## src/rtl/cd_config_bank.sv

```systemverilog
// Multi-channel clock-enable divider bank with a valid/ready configuration port.
// Each channel loads new limits through a shadow register and switches over only at a counter wrap.
module cd_config_bank #(
  parameter int NUM_CH            = 4,
  parameter int WIDTH_CONFIG_ADDR = 4,
  parameter int WIDTH_LIMIT       = 16,
  parameter logic [NUM_CH*WIDTH_LIMIT-1:0] DEFAULT_LIMITS = {NUM_CH{16'd5207}}
) (
  input  logic                          clk,
  input  logic                          rst,
  input  logic [WIDTH_CONFIG_ADDR-1:0]  c_addr,
  input  logic [WIDTH_LIMIT-1:0]        c_data,
  input  logic                          c_valid,
  output logic                          c_ready,
  output logic [NUM_CH-1:0]             c_done,
  output logic                          c_err,
  input  logic [NUM_CH-1:0]             ch_en,
  output logic [NUM_CH-1:0]             tick,
  output logic [NUM_CH-1:0]             pending,
  output logic [NUM_CH*WIDTH_LIMIT-1:0] limits
);

  logic [WIDTH_LIMIT-1:0] lim_q    [NUM_CH];
  logic [WIDTH_LIMIT-1:0] shadow_q [NUM_CH];
  logic [WIDTH_LIMIT-1:0] cnt_q    [NUM_CH];
  logic [NUM_CH-1:0]      pend_q;
  logic [NUM_CH-1:0]      tick_q;
  logic [NUM_CH-1:0]      done_q;
  logic                   err_q;

  logic                   addr_bcast;
  logic                   addr_legal;
  logic [NUM_CH-1:0]      addr_sel;
  logic                   accept;
  logic [NUM_CH-1:0]      load;
  logic [NUM_CH-1:0]      wrap;
  logic [NUM_CH-1:0]      apply;

  // Address decode and handshake; a channel with an unapplied value refuses further writes.
  always_comb begin
    addr_bcast = (c_addr == '0);
    addr_sel   = '0;
    for (int i = 0; i < NUM_CH; i++) begin
      if (c_addr == WIDTH_CONFIG_ADDR'(i + 1)) addr_sel[i] = 1'b1;
    end
    addr_legal = addr_bcast | (|addr_sel);
    if (addr_bcast)      c_ready = ~|pend_q;
    else if (addr_legal) c_ready = ~|(addr_sel & pend_q);
    else                 c_ready = 1'b1;
    accept = c_valid & c_ready;
    load   = '0;
    if (accept) load = addr_bcast ? {NUM_CH{1'b1}} : addr_sel;
  end

  // A held (disabled) counter sits at 0, so a pending value may be applied immediately.
  always_comb begin
    wrap  = '0;
    apply = '0;
    for (int i = 0; i < NUM_CH; i++) begin
      wrap[i]  = (cnt_q[i] == lim_q[i]);
      apply[i] = pend_q[i] & (~ch_en[i] | wrap[i]);
    end
  end

  // Shadow registers: data only, qualified by load.
  always_ff @(posedge clk) begin
    for (int i = 0; i < NUM_CH; i++) begin
      if (load[i]) shadow_q[i] <= c_data;
    end
  end

  // Counters, active limits and status pulses.
  always_ff @(posedge clk) begin
    if (rst) begin
      pend_q <= '0;
      tick_q <= '0;
      done_q <= '0;
      err_q  <= 1'b0;
      for (int i = 0; i < NUM_CH; i++) begin
        cnt_q[i] <= '0;
        lim_q[i] <= DEFAULT_LIMITS[i*WIDTH_LIMIT +: WIDTH_LIMIT];
      end
    end else begin
      err_q <= accept & ~addr_legal;
      for (int i = 0; i < NUM_CH; i++) begin
        tick_q[i] <= ch_en[i] & wrap[i];
        done_q[i] <= apply[i];
        pend_q[i] <= load[i] | (pend_q[i] & ~apply[i]);
        if (apply[i]) begin
          lim_q[i] <= shadow_q[i];
          cnt_q[i] <= '0;
        end else if (~ch_en[i] | wrap[i]) begin
          cnt_q[i] <= '0;
        end else begin
          cnt_q[i] <= cnt_q[i] + WIDTH_LIMIT'(1);
        end
      end
    end
  end

  always_comb begin
    limits = '0;
    for (int i = 0; i < NUM_CH; i++) limits[i*WIDTH_LIMIT +: WIDTH_LIMIT] = lim_q[i];
  end

  assign tick    = tick_q;
  assign c_done  = done_q;
  assign c_err   = err_q;
  assign pending = pend_q;

endmodule

```

## config.mk

```make
export PLATFORM = sky130hd
export DESIGN_NAME = cd_config_bank
export DESIGN_NICKNAME = d
export VERILOG_FILES = /design/src/rtl/cd_config_bank.sv
export SDC_FILE = /design/constraint.sdc
export NUM_CORES = 1
export LEC_CHECK = 0
export CORE_MARGIN = 10
export CORE_UTILIZATION = 56
export DETAILED_ROUTE_END_ITERATION = 10
export GPL_ROUTABILITY_DRIVEN = 0
export PLACE_DENSITY = 0.8
export SYNTH_ARGS = -nofsm -noshare
export SYNTH_HDL_FRONTEND = slang
export SYNTH_SLANG_ARGS = --single-unit
```

## constraint.sdc

```tcl
create_clock -name clk -period 3.4 [get_ports clk]
set_clock_uncertainty 0.15 [all_clocks]
set_input_delay 0.34 -clock clk [delete_from_list [all_inputs] [get_ports clk]]
set_output_delay 0.34 -clock clk [all_outputs]
set_load 0.05 [all_outputs]
```

Word-level counts from Yosys, hierarchy flattened
Memory sizes are Yosys's and may differ from the RTL's.
Cells that the tools add are included.
W data, S select, Z words.
{"block": "totals", "reg_bits": 13, "out_inout_bits": 78, "ramBits": 192, "mem_count": 3, "wordCells": 152}
{"name": "cnt_q", "depth": 4, "width": 16, "rd": 4, "rd_clocked_by_memory_dff": 0, "wr": 4, "line": "25", "source": "logic [WIDTH_LIMIT-1:0] cnt_q [NUM_CH];"}
{"name": "lim_q", "depth": 4, "width": 16, "rd": 4, "rd_clocked_by_memory_dff": 0, "wr": 4, "line": "23", "source": "logic [WIDTH_LIMIT-1:0] lim_q [NUM_CH];"}
{"name": "shadow_q", "depth": 4, "width": 16, "rd": 4, "rd_clocked_by_memory_dff": 0, "wr": 4, "line": "24", "source": "logic [WIDTH_LIMIT-1:0] shadow_q [NUM_CH];"}
{"block": "classes", "muxes": 78, "n_addsub": 4, "n_reduce_logical": 6, "eq_ne": 8, "bitwise": 49}
{"operator": "$mux W16", "count": 16}
{"operator": "$add A16 B1 Y16 const B", "count": 4}
{"operator": "$eq A16 B16 Y1", "count": 4}
{"operator": "$mux W1", "count": 60}
{"operator": "$or A1 B1 Y1", "count": 25}
{"operator": "$and A1 B1 Y1", "count": 14}
{"operator": "$reduce_or A4 Y1", "count": 3}
{"operator": "$not A1 Y1", "count": 9}
{"operator": "$eq A4 B2 Y1 const B", "count": 2}
{"operator": "$mux W4", "count": 2}
{"operator": "$and A4 B4 Y4", "count": 1}
{"operator": "$eq A4 B1 Y1 const B", "count": 1}
{"operator": "$eq A4 B3 Y1 const B", "count": 1}
{"operator": "$logic_not A4 Y1", "count": 1}
{"operator": "$logic_not A1 Y1", "count": 2}

Longest topological paths before layout
{"block": "depth", "depth_word": 11, "ltp_mapped": 6}

Worst setup path after synthesis
No wires, ideal clock.
{"block": "synth_path", "path_type": "register -> register", "from": "memory lim_q[3][14]", "to": "memory lim_q[3][0], enable pin", "required_time_ns": 2.883, "setup_slack_ns": 0.722, "arrival_time_ns": 2.161, "stages_incl_launch_ff": 6, "synth_period_minus_slack_ns": 2.678, "path_cell_list": "edfxtp_1 -> xnor2_1 -> nand4_1 -> o41ai_4 -> buf_6 -> a21o_1"}
{"item": "from (decl)", "line": "23"}

Worst setup path after layout
{"block": "layout_path", "from": "register pend_q[1], in the netlist pending[1]", "to": "output c_ready"}
{"block": "layout_via", "elab_chain_len": 5}
{"item": "from (decl)", "line": "26", "source": "logic [NUM_CH-1:0] pend_q;"}
{"item": "from (signal, indexed assignment)", "line": "88", "source": "pend_q[i] <= load[i] | (pend_q[i] & ~apply[i]);"}
{"item": "$and A4 B4 Y4", "line": "48", "source": "else if (addr_legal) c_ready = ~|(addr_sel & pend_q);"}
{"item": "$reduce_or A4 Y1", "line": "48"}
{"item": "$logic_not A1 Y1", "line": "48"}
{"item": "$mux W1", "line": "48"}
{"item": "$mux W1 (*)", "line": "47", "source": "if (addr_bcast) c_ready = ~|pend_q;"}
{"item": "to (decl)", "line": "14", "source": "output logic c_ready,"}
Every way passes the cells marked *; elsewhere a longest branch is shown, timed or not.

==> flow_summary_export.csv <==
group,metric,value,unit
run_status,status,"complete, no violations",
cts,clkLatencyLatePin,520,ps
pwr,p_leak,3.77,nW
drt,ant_nets,0,
timing,tns,0,ps
placement,place_inst,1073,
die,core_area,0.0160,mm²
timing,period_minus_slack,3110,ps
die,die_y,148,µm
cts,postCtsSetupBuffers,0,
cts,cts_max_level,1,
timing,setup_viol,0,
final_layout,fill_cells,1077,
worst_setup_path,slowest_delay,820,ps
pwr,powerDensity,516,mW/mm²
drt,wl_met3,1.95,mm
placement,dp_slack,136,ps
logic_synthesis,synth-seq-cells,205,
final_layout,nets,913,
logic_synthesis,synth_cell_types,51,
drt,routed_wl,22.0,mm
global_routing,grt_pass1_vias,6289,
min_path,hp-class,"in2reg",
cts,cts-resized-gates,0,
drt,drt_pass1_iterations,5,
timing,fmax,0.321,GHz
die,rows,46,
global_routing,grt_max_degree,19,
worst_setup_path,crit_type,"reg2out",
global_routing,grt_antenna_before_repair,0,
pwr,irDropWorstVdd,0.440,mV
logic_synthesis,netlist_area,0.00924,mm²
logic_synthesis,synthCells,705,
die,num_io_pins,105,
worst_setup_path,slowest_stage,"clkdlybuf4s50_1",
logic_synthesis,synth_flop_cell,"edfxtp_1",
die,dieArea,0.0220,mm²
drt,met1Wirelength,9.01,mm
global_routing,grtUsageTotal,0.197,
cts,tritoncts,"built",
timing,hold_slack,338,ps
logic_synthesis,yosysWarnings,0,
drt,post_drt_via_cell_ratio,5.68,
global_routing,grt_pass1_wl,34.6,mm
cts,cts_made_buffers,23,
worst_setup_path,startpoint_type,"flip-flop",
timing,rsz0062_at_grt,"no",
drt,wl_met2,10.5,mm
timing,finalCritPeriodShare,0.915,
drt,wl_per_cell,19.7,µm
die,die_width,148,µm
logic_synthesis,synth_edf_count,192,
drt,top_layer,"met4",
final_layout,antennaDiodeCount,0,
worst_setup_path,cp-end-kind,"output pin",
logic_synthesis,ys_seq_area_frac,0.652,
flow_run,drv_cap,0,
worst_setup_path,cp.arrival,2620,ps
timing,finalHoldViolations,0,
timing,layout_setup_ws,289,ps
timing,relSlewSlack,0.126,
drt,drc,0,
timing,worst_pin_slew,1310,ps
worst_setup_path,critPathRequiredTime,2910,ps
cts,cts_hold_buf,0,
logic_synthesis,async_flop_share,0,
drt,vias,6328,
cts,clock-sinks,205,
worst_setup_path,cp_max_fo,7,
logic_synthesis,avgSynthCellArea,13.1,µm²
final_layout,drive_above_1_share,0.0679,
die,start_util,0.577,
worst_setup_path,crit_chain,"or3_1 > nor3_1 > or4_1 > clkdlybuf4s50_1",
timing,maxSlewViolCount,0,
final_layout,area_growth_syn_to_layout,24.9,%
global_routing,grt_overflow,0,
cts,cts_root_buffer,"clkbuf_16",
cts,path_clk_slew,60,ps
final_layout,fin_cells,1115,
drt,drt_iter0_markers,572,
placement,dp_hpwl,15.7,mm
placement,numPortBuffers,104,
cts,cts_buffer_depth,3,
## cells in the mapped netlist (5+ instances only)
master	number	area [µm²]
edfxtp_1	192	5770
xnor2_1	87	762
nor3_1	55	275
nand2_1	52	195
nor2_1	43	161
or3_1	31	194
nand4_1	28	175
xor2_1	20	175
nand3_1	17	85.1
clkbuf_1	16	60.1
and3_1	13	81.3
dfxtp_1	13	260
a211oi_1	12	90.1
inv_1	10	37.5
nand2b_1	10	62.6
o21ai_0	10	50.1
and2_1	8	50.1
nand3b_1	7	52.6
nor4_1	7	43.8
nor2b_1	6	37.5
o31ai_1	6	45.0
nor3b_1	5	37.5
or4_1	5	37.5
## flip-flops by register name, summed over array words and instances, names as in the netlist
signal    flops
c_done        4
cnt_q        64
lim_q        64
shadow_q     64
c_err         1
pending       4
tick          4
## area by class of cell
type / count / area (µm²) / area share
Clock inverter: 12 / 178 / 0.0154
Sequential cell: 205 / 6030 / 0.522
Inverter: 10 / 37.5 / 0.00325
Tap cell: 216 / 270 / 0.0234
Clock buffer: 30 / 602 / 0.0522
Timing Repair Buffer: 116 / 1130 / 0.0980
Multi-Input combinational cell: 526 / 3290 / 0.285
## routing by layer
layer | track usage | up-vias
met2 | 0.318 | 284
li1 | - | 2931
met5 | 0 | -
met1 | 0.256 | 3071
met4 | 0.0619 | 0
met3 | 0.0498 | 42
## layout by cell type, fill, tap and decap left out, types with 6 or more instances in the layout
| master | netlist | final |
|---|---|---|
| nor2b_1 | 6 | 6 |
| buf_4 | 1 | 12 |
| clkdlybuf4s50_1 | 0 | 104 |
| nor2_1 | 43 | 43 |
| nand2b_1 | 10 | 10 |
| xnor2_1 | 87 | 87 |
| dfxtp_1 | 13 | 13 |
| clkbuf_16 | 0 | 23 |
| nor4_1 | 7 | 7 |
| nand3b_1 | 7 | 7 |
| or3_1 | 31 | 31 |
| nand4_1 | 28 | 28 |
| a211oi_1 | 12 | 12 |
| conb_1 | 1 | 64 |
| nand2_1 | 52 | 52 |
| nand3_1 | 17 | 17 |
| clkbuf_1 | 16 | 7 |
| and3_1 | 13 | 13 |
| o21ai_0 | 10 | 10 |
| nor3_1 | 55 | 55 |
| o31ai_1 | 6 | 6 |
| and2_1 | 8 | 8 |
| edfxtp_1 | 192 | 192 |
| inv_1 | 10 | 10 |
| xor2_1 | 20 | 20 |
## worst max-delay path: cells and delay by family, from the launching register on
kind	cells	cell delay [ps]
buffers and inverters	1	820
flip-flops	1	400
AND/OR/NAND/NOR	3	890
## path summary, 6_finish.rpt
kind                  start        endpoint  slack, ps  cells after the start
min               c_addr[3]           c_err        340                      3
min reg2reg  shadow_q[3][1]     lim_q[3][1]        360                      1
max              pending[1]         c_ready        290                      4
max reg2reg      pending[1]  shadow_q[2][9]        560                      4
## where the power goes
part	total, mW	internal [mW]	leakage (nW)	switching (mW)
sequential	2.94	2.85	1.90	0.0910
clock	2.56	1.57	0.384	0.991
combinational	0.445	0.166	1.49	0.280
total	5.95	4.59	3.77	1.36
## stage by stage
stage,total power [mW],instance area (µm²),utilization
after floorplan,3.26,9470,-
after global placement,3.42,10800,0.672
after detailed placement,3.43,10800,0.672
after CTS,5.98,11500,0.721
after global routing,6.12,11500,0.721
final,5.95,11500,0.721
## cell families (layout without fill, tap and decap cells)
logic type,after synthesis,after routing,synth area share
and+or+nand+nor,304,304,0.183
adders and majority gates,4,4,0.00542
DFF,205,205,0.652
muxes,1,1,0.00108
AOI/OAI and AO/OA,46,46,0.0396
xor gates and xnor gates,107,107,0.101
buffers and inverters,37,168,0.0169
other,1,64,0.000406
No activity file was read; power rests on OpenSTA's default activity.
==> patch 1, RTL diff (same flow settings) <==
Set the parameter `NUM_CH` to 8 (it was 4).
--- a/src/rtl/cd_config_bank.sv
+++ b/src/rtl/cd_config_bank.sv
@@ -2,5 +2,5 @@
 // Each channel loads new limits through a shadow register and switches over only at a counter wrap.
 module cd_config_bank #(
-  parameter int NUM_CH            = 4,
+  parameter int NUM_CH            = 8,
   parameter int WIDTH_CONFIG_ADDR = 4,
   parameter int WIDTH_LIMIT       = 16,
Ports: changed (5 resized); port bits go from 105 to 185. The function was not compared with the original's and may differ.
==> patch 1 against the original RTL <==
  * Synthesized area rose by 90%
  * Via count increased by 73%
  * First-iteration DRC count up 51%
  * Sequential power rose by 100%
  * Combinational power up 95%
  * Cell area rose by 91%
  * Total power grew 99%
  * Clock power up 99%
  * Wire length grew 84%
  * Sequential cell count grew 204
  * Sequential share of layout area grew 2.4 points
  * Setup slack improved by 0.020 ns
==> patch 1: results (changes against the original RTL) <==
- Sequential area share after synthesis: 68.66% (+3.4 points)
- Min Clock Period, post-route: 3.091 ns (-0.01966 ns)
- Final WL: 40540 um (+84%)
- Max_slew headroom: 23.14% (+11 points)
- Origin of the worst setup path: c_addr[0]
- Worst R2R Start: cnt_q[0][59]$_SDFFCE_PN0P_
- Hold-critical path depth: 2 (-1)
- CP max FO: 16 (+9)
- Seq area share: 54.60% (+2.4 points)
- First-iteration detailed-routing DRC count: 861 (+51%)
- Share of layout cells above drive strength 1: 8.158% (+1.4 points)
- Register area: 0.01203 mm2 (+100%)
- DPL Wire Length: 28430 um (+81%)
- Post-synthesis mux area share: 0.1142% (+0.0059 points)
- Nets: 1672 (+83%)
- Gates resized, CTS repair: 1 (+1)
- Post-synthesis instance total: 1274 (+81%)
- Antenna Diode Count: 3 (+3)
- R2R Path End: lim_q[0][58]$_SDFFCE_PN1P_
- WHS: 0.2712 ns (-0.06670 ns)
- TritonCTS Buffers: 42 (+83%)
- Clk tree area frac: 7.086% (+0.33 points)
- Initial antenna violation count: 4 (+4)
- Commonest cells post-synth: 384 x edfxtp_1, 185 x xor2_1, 163 x nor2_1
- Arrival time worst endpoint: 3.08 ns (+0.46 ns)
- First-pass GRT wire length: 61530 um (+78%)
- Compound-Gate Fraction of Synth Area: 1.399% (-2.6 points)
- Fill cells: 2070 (+92%)
- Leakage: 7.746 nW (+110%)
- Depth of the CTS H-tree: 2 (+1)
- Crit path capture: shadow_q[0][0]$_DFFE_PP_
- Yosys cell types: 39 (-24%)
- Worst reg2reg setup slack: 0.68 ns (+0.12 ns)
- Post-synthesis xor/xnor area fraction: 12.14% (+2.0 points)
- Logic inverters: 29 (+19)
- Drt via density: 5.299 (-6.6%)
- Adder-Cell Fraction of Synth Area: 0.5712% (+0.029 points)
- Post-DP Area: 0.02043 mm2 (+90%)
- R2r worst-path depth: 5 (+1)
- Multi-input logic cell count: 931 (+77%)
- Worst vdd ir: 0.4341 mV (-1.4%)
- Status: completed
- Total track usage: 20.64% (+0.92 points)
- Clock buffer cells: 53 (+77%)
- Number of global-route vias before repair: 10920 (+74%)
- Worst hold start: rst
- Synth top area cells: edfxtp_1 66%, xor2_1 9.2%, nor2_1 3.5%
- Multi-input combinational area share: 25.99% (-2.5 points)
- Hold path endpoint: tick[4]$_SDFF_PP0_
- DP Worst Slack: -0.1405 ns (-0.2769 ns)
- Biggest regs: cnt_q x128, lim_q x128, shadow_q x128
- Count of plain and timing-repair buffers: 220 (+90%)
- Die Wd: 196.9 um (+33%)
- Number of flops mapped to enable cells by yosys: 384 (+100%)
[patch 1: changes by cell type in the layout (fill, tap and decap cells not counted), moves of 27 or more]
cell and delta:
clkdlybuf4s50_1 +78, nor2_1 +120, nor3_1 -35, xnor2_1 -29, conb_1 +64, xor2_1 +165, or3_1 -29, edfxtp_1 +192
nor4_1 +27, and2_1 +48
[patch 1: layer usage]
metal,track usage [%],part of all wire (%)
met5,0,0
met3,4.838,9.0
met1,26.10,40
met4,7.662,3.0
met2,34.10,48
[patch 1: kinds of logic after synthesis]
logic type      count (synthesis)
simple gates                  521
flops                         409
xor+xnor                      243
buf+inv                        61
compound gates                 29
fa+ha+maj                       8
mux                             2
other cells                     1
[patch 1: critical path, stage by stage]
cell and delay [ns]:
clkdlybuf4s50_1 0.65, buf_4 0.28, or3_1 0.44, nor2_1 0.24
a221oi_4 0.08, buf_4 0.17, nor2_1 0.87
[patch 1: report_power, final]
part	internal, mW	switching [mW]
logic	0.299	0.569
registers	5.72	0.184
clock network	3.18	1.92
==> patch 2, RTL diff (config.mk and constraints unchanged) <==
Without the edit above. Register the output `c_err` once more, with the module's reset; this adds one clock of latency there. The other outputs are not delayed to match.
--- a/src/rtl/cd_config_bank.sv
+++ b/src/rtl/cd_config_bank.sv
@@ -106,5 +106,11 @@
   assign tick    = tick_q;
   assign c_done  = done_q;
-  assign c_err   = err_q;
+  always_ff @(posedge clk) begin
+    if (rst) begin
+      c_err <= '0;
+    end else begin
+      c_err <= err_q;
+    end
+  end
   assign pending = pend_q;
 
Behaviour: not the same (Yosys sat finds a counterexample within 4 cycles, from zero or initial values and one cycle with rst high).
==> patch 2 against the original RTL <==
  * Cell area is 0.35% lower
  * Total power is 2.1% lower
  * Count of clock-buffer cells in the layout is 3 lower
  * Combinational power is 7.0% lower
  * Critical endpoint unchanged
  * Sequential cell count is 1 higher
  * Sequential share of layout area is 0.36 points higher
  * Setup slack better by 0.043 ns
  * Highest routed layer is now met5
  * Sequential power hardly changed
  * Worst hold slack worse by 0.00057 ns
  * Non-clock buffer count is 1 higher
  * Maximum frequency is 1.4% higher
  * Largest cell class unchanged
  * Synthesized area is 0.33% lower
  * Wire length is 0.94% lower
==> patch 2: results (changes against the original RTL) <==
- DPL Wire Length: 15730 um (about the same)
- Worst-Skew Late Latency: 0.51 ns
- Post-synthesis mux area share: 0.1087% (+0.00035 points)
- Final WS setup: 0.3320 ns (+0.04278 ns)
- Initial antenna violation count: 1 (+1)
- Power Density: 506.6 mW/mm2 (-1.7%)
- Hold path endpoint: c_err$_SDFF_PP0_
- Sequential area share after synthesis: 65.66% (+0.43 points)
- Worst hold start: err_q$_SDFF_PP0_
- Leakage: 3.799 nW (+0.78%)
- Drt via density: 5.631 (-0.78%)
- Mapped Avg Cell Area: 13.38 um2 (+2.1%)
- Root buf cell: clkbuf_16
- CP max stage cell: clkdlybuf4s50_1
- Origin of the worst setup path: c_addr[0]
- Hold-critical path depth: 1 (-2)
- Synth top area share: 62.62% (+0.20 points)
- Post-DP Area: 0.01074 mm2 (-0.16%)
- HP Class: flip-flop to flip-flop
- Number of global-route vias before repair: 6390 (+1.6%)
- Crit path capture: c_ready
- Met3 Usage GRT: 3.975% (-1.0 points)
- Synth top area cells: edfxtp_1 63%, xnor2_1 8.2%, dfxtp_1 3.0%
- Met1 Use GR: 24.02% (-1.6 points)
- Max incr delay on CP: 0.71 ns (-0.11 ns)
- R2R Path End: lim_q[0][10]$_SDFFCE_PN1P_
- Arrival time worst endpoint: 2.58 ns (-0.04 ns)
- CP max FO: 9 (+2)
- Worst vdd ir: 0.4411 mV (+0.20%)
- WHS: 0.3373 ns (-0.0005740 ns)
- Met2 Track Usage GR: 33.95% (+2.2 points)
- Compound-Gate Fraction of Synth Area: 4.077% (+0.12 points)
- Post-synthesis xor/xnor area fraction: 10.27% (+0.13 points)
- DP Worst Slack: 0.2388 ns (+0.1024 ns)
- DR WL/cell: 19.92 um (+0.87%)
- Yosys cell types: 43 (-16%)
- Nets: 893 (-2.2%)
- Adder-Cell Fraction of Synth Area: 0.5436% (+0.0018 points)
- First-iteration detailed-routing DRC count: 425 (-26%)
- Commonest cells post-synth: 192 x edfxtp_1, 86 x xnor2_1, 56 x nor3_1
- R2r worst-path depth: 5 (+1)
- Fin cells: 1095 (-1.8%)
- Number of detailed-route iterations in the first pass: 4 (-1)
- Status: completed
- Fill cells: 1092 (+1.4%)
- Ys Warns: 0 (unchanged)
- Share of layout cells above drive strength 1: 7.053% (+0.27 points)
- Clock Pin Slew Worst Setup and Hold Paths: 0.06 ns (about the same)
- Worst Max-Slew Pin Slew: 1.206 ns (-0.1007 ns)
- Biggest regs: cnt_q x64, lim_q x64, shadow_q x64
- Worst reg2reg setup slack: 0.68 ns (+0.12 ns)
- First-pass GRT wire length: 34380 um (-0.60%)
- Total track usage: 19.64% (-0.085 points)
- Worst R2R Start: cnt_q[0][7]$_SDFFCE_PN0P_
- Pin count of the biggest net entering global routing: 20 (+1)
- Gates resized, CTS repair: 0 (unchanged)
==> patch 2: layout make-up <==
cell class	count	area share, %
inverter	9	0.2939
tap	216	2.351
timing repair buffer	117	9.904
multi-input combinational	505	28.28
clock inverter	15	1.273
sequential	206	52.59
clock buffer	27	5.311
==> patch 2: layer usage <==
| layer | up-vias | share of wire [%] |
|---|---|---|
| met5 | - | 0.060 |
| met4 | 2 | 2.9 |
| met3 | 51 | 6.5 |
| met2 | 218 | 50 |
| met1 | 2987 | 40 |
| li1 | 2908 | - |
==> patch 2: worst max-delay path, delay by kind of cell <==
kind	cells	cell delay (ns)
muxes	1	0.13
AOI/OAI and AO/OA	2	0.39
buffers and inverters	2	1.38
and+or+nand+nor	1	0.33
==> patch 2: power breakdown <==
part | switching (mW) | internal (mW)
combinational | 0.258 | 0.156
clock | 0.952 | 1.50
sequential | 0.0889 | 2.86
